<file path="config.mk">
export PLATFORM = sky130hd
export DESIGN_NAME = fpu_addsub_iter
export DESIGN_NICKNAME = d
export VERILOG_FILES = /design/src/rtl/fpu_addsub_iter.sv
export SDC_FILE = /design/constraint.sdc
export NUM_CORES = 1
export LEC_CHECK = 0
export BUFFER_PORTS_ARGS = -buffer_cell sky130_fd_sc_hd__buf_4
export CORE_MARGIN = 2
export CORE_UTILIZATION = 56
export DETAILED_ROUTE_END_ITERATION = 8
export GPL_TIMING_DRIVEN = 0
export PLACE_DENSITY = 0.77
export REMOVE_ABC_BUFFERS = 1
export SYNTH_ARGS = -nofsm -noshare
export SYNTH_HDL_FRONTEND = slang
export SYNTH_SLANG_ARGS = --single-unit
</file>
<file path="constraint.sdc">
create_clock -name clk -period 18.2 [get_ports clk]
set_input_delay 1.82 -clock clk [delete_from_list [all_inputs] [get_ports clk]]
set_output_delay 1.82 -clock clk [all_outputs]
set_load 0.01 [all_outputs]
</file>
<file path="src/rtl/fpu_addsub_iter.sv">
// Multi-cycle IEEE-754 add/subtract unit, parametrised in exponent and
// fraction width. One operation in flight; start/ready accept, done pulse.
// Pipeline of states: ALIGN -> ADD -> NORM -> ROUND -> DONE.
module fpu_addsub_iter #(
    parameter int EXP_W = 8,
    parameter int MAN_W = 23
) (
    input  logic                         clk,
    input  logic                         nrst,
    input  logic                         start,
    output logic                         ready,
    input  logic                         op,
    input  logic [2:0]                   frm,
    input  logic [1+EXP_W+MAN_W-1:0]     floating_point1,
    input  logic [1+EXP_W+MAN_W-1:0]     floating_point2,
    output logic [1+EXP_W+MAN_W-1:0]     floating_point_out,
    output logic [4:0]                   flags,
    output logic                         done
);

    localparam int W  = 1 + EXP_W + MAN_W;
    // significand incl. hidden bit plus guard/round/sticky
    localparam int SW = MAN_W + 4;
    // exponent arithmetic width with headroom for carry and rounding carry
    localparam int EW = EXP_W + 2;

    localparam logic [EW-1:0]  E_ONE    = {{(EW-1){1'b0}}, 1'b1};
    localparam logic [EW-1:0]  E_ZERO   = {EW{1'b0}};
    localparam logic [EW-1:0]  E_MAX    = {2'b00, {EXP_W{1'b1}}};
    localparam logic [EW-1:0]  E_SW     = EW'(SW);
    localparam logic [W-1:0]   QNAN     = {1'b0, {EXP_W{1'b1}}, 1'b1, {(MAN_W-1){1'b0}}};
    localparam logic [W-2:0]   INF_MAG  = {{EXP_W{1'b1}}, {MAN_W{1'b0}}};
    localparam logic [W-2:0]   MAXF_MAG = {{(EXP_W-1){1'b1}}, 1'b0, {MAN_W{1'b1}}};

    localparam logic [2:0] RM_RNE = 3'b000;
    localparam logic [2:0] RM_RTZ = 3'b001;
    localparam logic [2:0] RM_RDN = 3'b010;
    localparam logic [2:0] RM_RUP = 3'b011;
    localparam logic [2:0] RM_RMM = 3'b100;

    typedef enum logic [2:0] {
        IDLE  = 3'd0,
        ALIGN = 3'd1,
        ADD   = 3'd2,
        NORM  = 3'd3,
        ROUND = 3'd4,
        DONE  = 3'd5
    } state_t;

    state_t state_r, state_next_s;
    logic   accept_s;

    // latched request
    logic [W-1:0] a_r, b_r;
    logic         op_r;
    logic [2:0]   rm_r;

    // ALIGN results
    logic          sign_big_r, sign_small_r;
    logic [EW-1:0] exp_big_r;
    logic [SW-1:0] sig_big_r, sig_small_r;
    logic          special_r;
    logic [W-1:0]  special_res_r;
    logic [4:0]    special_flags_r;

    // ADD / NORM results
    logic [SW:0]   sum_r;
    logic [SW-1:0] norm_sig_r;
    logic [EW-1:0] norm_exp_r;

    // leading-zero count of the un-normalised significand
    function automatic logic [EW-1:0] lzc(input logic [SW-1:0] v);
        logic [EW-1:0] n;
        logic          hit;
        n   = {EW{1'b0}};
        hit = 1'b0;
        for (int i = SW - 1; i >= 0; i--) begin
            if (!hit && v[i]) begin
                hit = 1'b1;
            end else if (!hit) begin
                n = n + E_ONE;
            end else begin
                n = n;
            end
        end
        return n;
    endfunction

    // next-state logic; a new request is taken whenever ready is high
    always_comb begin
        state_next_s = state_r;
        accept_s     = start & ready;
        case (state_r)
            IDLE:    state_next_s = start ? ALIGN : IDLE;
            ALIGN:   state_next_s = ADD;
            ADD:     state_next_s = NORM;
            NORM:    state_next_s = ROUND;
            ROUND:   state_next_s = DONE;
            DONE:    state_next_s = start ? ALIGN : IDLE;
            default: state_next_s = IDLE;
        endcase
    end

    // state register with registered ready/done derived from the next state
    always_ff @(posedge clk or negedge nrst) begin
        if (!nrst) begin
            state_r <= IDLE;
            ready   <= 1'b1;
            done    <= 1'b0;
        end else begin
            state_r <= state_next_s;
            ready   <= (state_next_s == IDLE) || (state_next_s == DONE);
            done    <= (state_next_s == DONE);
        end
    end

    // capture operands and controls on accept
    always_ff @(posedge clk or negedge nrst) begin
        if (!nrst) begin
            a_r  <= {W{1'b0}};
            b_r  <= {W{1'b0}};
            op_r <= 1'b0;
            rm_r <= 3'b000;
        end else if (accept_s) begin
            a_r  <= floating_point1;
            b_r  <= floating_point2;
            op_r <= op;
            rm_r <= frm;
        end
    end

    // ---------------- ALIGN: unpack, swap, shift, specials ----------------
    logic          sa_s, sb_s, swap_s;
    logic          sign_big_s, sign_small_s;
    logic [W-2:0]  mag_big_s, mag_small_s;
    logic [EW-1:0] eb_eff_s, es_eff_s, diff_s;
    logic [SW-1:0] sig_big_s, sig_small_raw_s, sig_small_s;
    logic [2*SW-1:0] ext_s;
    logic          a_nan_s, b_nan_s, a_snan_s, b_snan_s, a_inf_s, b_inf_s;
    logic          special_s;
    logic [W-1:0]  special_res_s;
    logic [4:0]    special_flags_s;

    // magnitude ordering, alignment shift with sticky collapse, special operands
    always_comb begin
        sa_s   = a_r[W-1];
        sb_s   = b_r[W-1] ^ op_r;
        swap_s = (b_r[W-2:0] > a_r[W-2:0]);
        if (swap_s) begin
            mag_big_s    = b_r[W-2:0];
            sign_big_s   = sb_s;
            mag_small_s  = a_r[W-2:0];
            sign_small_s = sa_s;
        end else begin
            mag_big_s    = a_r[W-2:0];
            sign_big_s   = sa_s;
            mag_small_s  = b_r[W-2:0];
            sign_small_s = sb_s;
        end
        // subnormals use exponent 1 with hidden bit 0
        if (mag_big_s[W-2:MAN_W] == {EXP_W{1'b0}}) begin
            eb_eff_s = E_ONE;
        end else begin
            eb_eff_s = {2'b00, mag_big_s[W-2:MAN_W]};
        end
        if (mag_small_s[W-2:MAN_W] == {EXP_W{1'b0}}) begin
            es_eff_s = E_ONE;
        end else begin
            es_eff_s = {2'b00, mag_small_s[W-2:MAN_W]};
        end
        sig_big_s       = {(mag_big_s[W-2:MAN_W] != {EXP_W{1'b0}}), mag_big_s[MAN_W-1:0], 3'b000};
        sig_small_raw_s = {(mag_small_s[W-2:MAN_W] != {EXP_W{1'b0}}), mag_small_s[MAN_W-1:0], 3'b000};
        diff_s          = eb_eff_s - es_eff_s;
        ext_s           = {sig_small_raw_s, {SW{1'b0}}} >> diff_s;
        if (diff_s >= E_SW) begin
            sig_small_s = {{(SW-1){1'b0}}, |sig_small_raw_s};
        end else begin
            sig_small_s = ext_s[2*SW-1:SW] | {{(SW-1){1'b0}}, |ext_s[SW-1:0]};
        end

        a_nan_s  = (&a_r[W-2:MAN_W]) & (|a_r[MAN_W-1:0]);
        b_nan_s  = (&b_r[W-2:MAN_W]) & (|b_r[MAN_W-1:0]);
        a_snan_s = a_nan_s & ~a_r[MAN_W-1];
        b_snan_s = b_nan_s & ~b_r[MAN_W-1];
        a_inf_s  = (&a_r[W-2:MAN_W]) & ~(|a_r[MAN_W-1:0]);
        b_inf_s  = (&b_r[W-2:MAN_W]) & ~(|b_r[MAN_W-1:0]);

        special_s       = 1'b1;
        special_res_s   = QNAN;
        special_flags_s = 5'b00000;
        if (a_nan_s || b_nan_s) begin
            special_flags_s = {(a_snan_s | b_snan_s), 4'b0000};
        end else if (a_inf_s && b_inf_s && (sa_s != sb_s)) begin
            special_flags_s = 5'b10000;
        end else if (a_inf_s) begin
            special_res_s = {sa_s, INF_MAG};
        end else if (b_inf_s) begin
            special_res_s = {sb_s, INF_MAG};
        end else begin
            special_s = 1'b0;
        end
    end

    // register the aligned operands
    always_ff @(posedge clk or negedge nrst) begin
        if (!nrst) begin
            sign_big_r      <= 1'b0;
            sign_small_r    <= 1'b0;
            exp_big_r       <= E_ZERO;
            sig_big_r       <= {SW{1'b0}};
            sig_small_r     <= {SW{1'b0}};
            special_r       <= 1'b0;
            special_res_r   <= {W{1'b0}};
            special_flags_r <= 5'b00000;
        end else if (state_r == ALIGN) begin
            sign_big_r      <= sign_big_s;
            sign_small_r    <= sign_small_s;
            exp_big_r       <= eb_eff_s;
            sig_big_r       <= sig_big_s;
            sig_small_r     <= sig_small_s;
            special_r       <= special_s;
            special_res_r   <= special_res_s;
            special_flags_r <= special_flags_s;
        end
    end

    // ---------------- ADD ----------------
    logic sub_s;

    // effective subtraction when the aligned signs differ
    always_comb begin
        sub_s = sign_big_r ^ sign_small_r;
    end

    // significand add/subtract; big >= small so the difference is never negative
    always_ff @(posedge clk or negedge nrst) begin
        if (!nrst) begin
            sum_r <= {(SW+1){1'b0}};
        end else if (state_r == ADD) begin
            if (sub_s) begin
                sum_r <= {1'b0, sig_big_r} - {1'b0, sig_small_r};
            end else begin
                sum_r <= {1'b0, sig_big_r} + {1'b0, sig_small_r};
            end
        end
    end

    // ---------------- NORM ----------------
    logic [EW-1:0] lz_s, lim_s, sh_s, norm_exp_s;
    logic [SW-1:0] norm_sig_s;

    // carry -> shift right; otherwise left-shift, stopping at exponent 1
    always_comb begin
        lz_s  = lzc(sum_r[SW-1:0]);
        lim_s = exp_big_r - E_ONE;
        sh_s  = (lz_s < lim_s) ? lz_s : lim_s;
        if (sum_r[SW]) begin
            norm_sig_s = {sum_r[SW:2], sum_r[1] | sum_r[0]};
            norm_exp_s = exp_big_r + E_ONE;
        end else begin
            norm_sig_s = sum_r[SW-1:0] << sh_s;
            norm_exp_s = exp_big_r - sh_s;
        end
    end

    // register the normalised significand
    always_ff @(posedge clk or negedge nrst) begin
        if (!nrst) begin
            norm_sig_r <= {SW{1'b0}};
            norm_exp_r <= E_ZERO;
        end else if (state_r == NORM) begin
            norm_sig_r <= norm_sig_s;
            norm_exp_r <= norm_exp_s;
        end
    end

    // ---------------- ROUND ----------------
    logic             g_s, r_s, st_s, lsb_s, inexact_s, up_s, sign_s, zero_s, of_s, uf_s;
    logic [MAN_W+1:0] m2_s;
    logic [EW-1:0]    exp_f_s;
    logic [MAN_W-1:0] frac_s;
    logic [W-1:0]     res_s;
    logic [4:0]       flags_s;

    // rounding, zero sign, overflow/underflow and flag assembly
    always_comb begin
        lsb_s     = norm_sig_r[3];
        g_s       = norm_sig_r[2];
        r_s       = norm_sig_r[1];
        st_s      = norm_sig_r[0];
        inexact_s = g_s | r_s | st_s;
        zero_s    = (norm_sig_r == {SW{1'b0}});
        if (zero_s && sub_s) begin
            sign_s = (rm_r == RM_RDN);
        end else begin
            sign_s = sign_big_r;
        end
        case (rm_r)
            RM_RNE:  up_s = g_s & (r_s | st_s | lsb_s);
            RM_RTZ:  up_s = 1'b0;
            RM_RDN:  up_s = inexact_s & sign_s;
            RM_RUP:  up_s = inexact_s & ~sign_s;
            RM_RMM:  up_s = g_s;
            default: up_s = g_s & (r_s | st_s | lsb_s);
        endcase
        m2_s = {1'b0, norm_sig_r[SW-1:3]} + {{(MAN_W+1){1'b0}}, up_s};
        if (m2_s[MAN_W+1]) begin
            exp_f_s = norm_exp_r + E_ONE;
            frac_s  = m2_s[MAN_W:1];
        end else begin
            exp_f_s = m2_s[MAN_W] ? norm_exp_r : E_ZERO;
            frac_s  = m2_s[MAN_W-1:0];
        end
        of_s = (exp_f_s >= E_MAX);
        uf_s = (exp_f_s == E_ZERO) & inexact_s;
        res_s = {sign_s, exp_f_s[EXP_W-1:0], frac_s};
        if (of_s) begin
            case (rm_r)
                RM_RTZ:  res_s = {sign_s, MAXF_MAG};
                RM_RDN:  res_s = {sign_s, (sign_s ? INF_MAG : MAXF_MAG)};
                RM_RUP:  res_s = {sign_s, (sign_s ? MAXF_MAG : INF_MAG)};
                default: res_s = {sign_s, INF_MAG};
            endcase
        end else begin
            res_s = {sign_s, exp_f_s[EXP_W-1:0], frac_s};
        end
        flags_s = {1'b0, 1'b0, of_s, uf_s, inexact_s | of_s};
        if (special_r) begin
            res_s   = special_res_r;
            flags_s = special_flags_r;
        end else begin
            flags_s = {1'b0, 1'b0, of_s, uf_s, inexact_s | of_s};
        end
    end

    // result and flags registers, updated only at the end of ROUND
    always_ff @(posedge clk or negedge nrst) begin
        if (!nrst) begin
            floating_point_out <= {W{1'b0}};
            flags              <= 5'b00000;
        end else if (state_r == ROUND) begin
            floating_point_out <= res_s;
            flags              <= flags_s;
        end
    end

endmodule

</file>
==> metrics.md <==
| Metric | Value |
|---|---|
| Post-synth EDFFs | `0` |
| N_diodes | `0` |
| Layout Nets | `2947` |
| Min-delay worst type | `flop to flop` |
| Crit start category | `flop` |
| Async set-reset flop share out of synthesis | `100%` |
| Worst Setup Slack, final | `0.145 ns` |
| Drt pass-1 iters | `6` |
| Reg-to-Reg Start | `sum_r[25]$_DFFE_PN0P_` |
| Post-route cell area | `25200 um^2` |
| Worst EP required | `18.65 ns` |
| Die Height | `approximately 200 um` |
| Busiest metal layer after global routing | `met2` |
| Slew headroom | `roughly a fifth` |
| Crit share post-route | `99.2%` |
| Hold Vio Cnt, Final | `0` |
| Routed WL | `around 63 mm` |
| Primary FF master, synth | `dfrtp_1` |
| Largest net degree at the start of global routing | `between 100 and 150` |
| Post-DP Area | `23200 um^2` |
| CP endpoint | `norm_exp_r[8]$_DFFE_PN0N_` |
| Drt wl/cell | `slightly below 20 um` |
| TritonCTS Sinks | `240` |
| Maxcap violations | `0` |
| Setup crit end kind | `flop` |
| Max-slew violations | `0` |
| Sequential share of the synthesized area | `27.5%` |
| Overall Global Routing Usage | `roughly 30%` |
| R2R Setup Slk | `0.14 ns` |
| Outcome | `complete, no violations` |
| TritonCTS Buffers | `28` |
| Top Ports | `110` |
| Htree depth | `1` |
| Worst reg-to-reg path cell count | `106` |
| Initial core utilization | `56.6%` |
| Clk slew on worst S/H paths | `0.06 ns` |
| Top cells by area, synth | `dfrtp_1 27%, ha_1 7.6%, mux2i_1 6.7%` |
| Core area | `38600 um^2` |
| Critical path arrival | `18.51 ns` |
| Detail Placement HPWL | `approximately 47 mm` |
| Yosys warns | `0` |
| GRT met3 Usage | `3.00%` |
| Flops & latches, synth | `240` |
| Final Critical Period | `18.06 ns` |
| DRC viols | `0` |
| Post-synth top area share | `27.4%` |
| Std cell rows | `72` |
| Slowest cell on crit path | `dfrtp_2` |
| Slowest stage delay, CP | `0.44 ns` |
| Synth-to-layout area growth | `15.6%` |
| Synth cell types | `108` |
| RD Place Congestion | `about 0.94` |
| Mapped cell area | `21800 um^2` |
| WS Path Type | `flop to flop` |
| Grt met2 use | `between 50% and 60%` |
| Die Width | `201 um` |
| IO Port Bufs | `108` |
| Met1 Use GR | `40.8%` |
| Worst Skew | `0.0143 ns` |
| Antenna Nets Post-Route | `0` |
| Cells after synthesis | `2670` |
| Critical path fanouts, max | `5` |
| Crit path launch | `sum_r[25]$_DFFE_PN0P_` |
| Vias per cell | `about 6.3` |
| DP Worst Slack | `-3.17 ns` |
| Initial antenna violation count | `0` |
| Maximum clock rate | `0.0554 GHz` |
| Worst-Skew Late Latency | `between 0.5 and 0.6 ns` |
| Avg Inst Size Synth | `8.17 um^2` |
| Die area | `40600 um^2` |
| Root Buffer | `clkbuf_16` |
| Gr ovfl total | `0` |
| CTS tree | `done` |
| Reg2reg end | `norm_exp_r[8]$_DFFE_PN0N_` |
| Share of cells above drive strength 1 | `18.0%` |
| Cell taking the most area after synthesis | `dfrtp_1` |
| Crit path top cell by count | `ha_4` |
| Unrepaired setup endpoints after global routing | `true` |
| CTS Buffer Depth | `3` |
| Worst slew pin tran | `1.21 ns` |
| DRT iter0 DRCs | `1729` |
| Setup violators final | `0` |
| Vias in the first global route | `roughly 20000` |
| First-pass GRT wire length | `102 mm` |
| Via Count | `20500` |
-- cells in the final DEF, fill, tap and decap left out, drive strengths merged, types with 35 or more instances in the layout --
cell | synthesis | final
a21o | 47 | 47
a21oi | 184 | 184
buf | 26 | 182
clkbuf | 119 | 42
dfrtp | 239 | 239
ha | 133 | 133
inv | 120 | 122
mux2 | 87 | 87
mux2i | 151 | 151
nand2 | 328 | 328
nand3 | 59 | 59
nand4 | 35 | 35
nor2 | 210 | 210
nor2b | 38 | 38
nor3 | 55 | 55
o21ai | 207 | 207
o31ai | 38 | 38
xnor2 | 108 | 108
-- sequential cells by signal, summed over array words and instances (netlist names), 4 cells and up --
name	count
sig_small_r	27
flags	4
a_r	32
sig_big_r	24
norm_sig_r	27
floating_point_out	32
norm_exp_r	10
exp_big_r	8
sum_r	28
b_r	32
-- stage by stage --
step | setup TNS, ns | std cells | hold slack (ns) | utilization, %
floorplan | -42.30 | 2526 | 0.435 | -
global placement | -132.56 | 3152 | 0.457 | 58.9
detailed placement | -76.61 | 3170 | 0.458 | 60.1
CTS | 0 | 3258 | 0.475 | 63.9
global route | -7.46 | 3280 | 0.502 | 65.4
finish | 0 | 3280 | 0.473 | 65.4
-- how the worst min path moves through the flow --
stage | to | cells after the start | from
floorplan | special_res_r[30]$_DFFE_PN0P_ | 1 | special_res_r[30]$_DFFE_PN0P_
global placement | special_res_r[30]$_DFFE_PN0P_ | 1 | special_res_r[30]$_DFFE_PN0P_
detailed placement | special_res_r[30]$_DFFE_PN0P_ | 1 | special_res_r[30]$_DFFE_PN0P_
CTS | special_res_r[30]$_DFFE_PN0P_ | 1 | special_res_r[30]$_DFFE_PN0P_
global route | special_res_r[30]$_DFFE_PN0P_ | 1 | special_res_r[30]$_DFFE_PN0P_
finish | special_res_r[30]$_DFFE_PN0P_ | 1 | special_res_r[30]$_DFFE_PN0P_
-- repair_timing --
item | 4_1_cts | 5_1_grt
resized for setup | 44 | 87
gates cloned | 1 | 1
hold buffers | 0 | 0
setup buffers | 35 | 21
pin swaps | 40 | 81
setup endpoints to repair | 37 | 36
-- worst max-delay path: cells and delay by family, from the launching register on --
kind | cells | cell delay (ns)
muxes | 9 | 1.90
xor gates and xnor gates | 3 | 0.41
adders and majority gates | 26 | 7.08
DFF | 1 | 0.44
AOI/OAI and AO/OA | 30 | 4.26
and+or+nand+nor | 33 | 3.31
buffers and inverters | 5 | 0.51
-- routing by layer --
metal  wire length (um)  up-vias
met5                  0        -
met4               2760        0
met3               3510      184
met2              29600      748
met1              27300     9843
li1                   -     9756
-- kinds of logic after synthesis --
| family | synth area share (%) |
|---|---|
| and+or+nand+nor | 20.4 |
| AOI/OAI and AO/OA | 20.8 |
| buffers and inverters | 4.71 |
| DFF | 27.5 |
| muxes | 11.6 |
| xor gates and xnor gates | 6.82 |
| adders and majority gates | 8.15 |
| other | 0.0172 |
-- layout make-up --
| cell class | instances | area (um^2) |
|---|---|---|
| Fill cell | 3256 | 13300 |
| Clock inverter | 11 | 183 |
| Clock buffer | 41 | 830 |
| Timing Repair inverter | 1 | 5.00 |
| Multi-Input combinational cell | 2164 | 15500 |
| Tap cell | 518 | 648 |
| Timing Repair Buffer | 183 | 1600 |
| Sequential cell | 240 | 6010 |
| Inverter | 122 | 472 |
-- synthesized netlist by cell type (all sizes together) (55+ instances only) --
cell type  instances
a21oi            184
clkbuf           119
dfrtp            239
ha               133
inv              120
mux2              87
mux2i            151
nand2            328
nand3             59
nor2             210
nor3              55
o21ai            207
xnor2            108
Power is not shown: default switching activity piles up to over one toggle a cycle in this logic, so the estimate is an artifact.
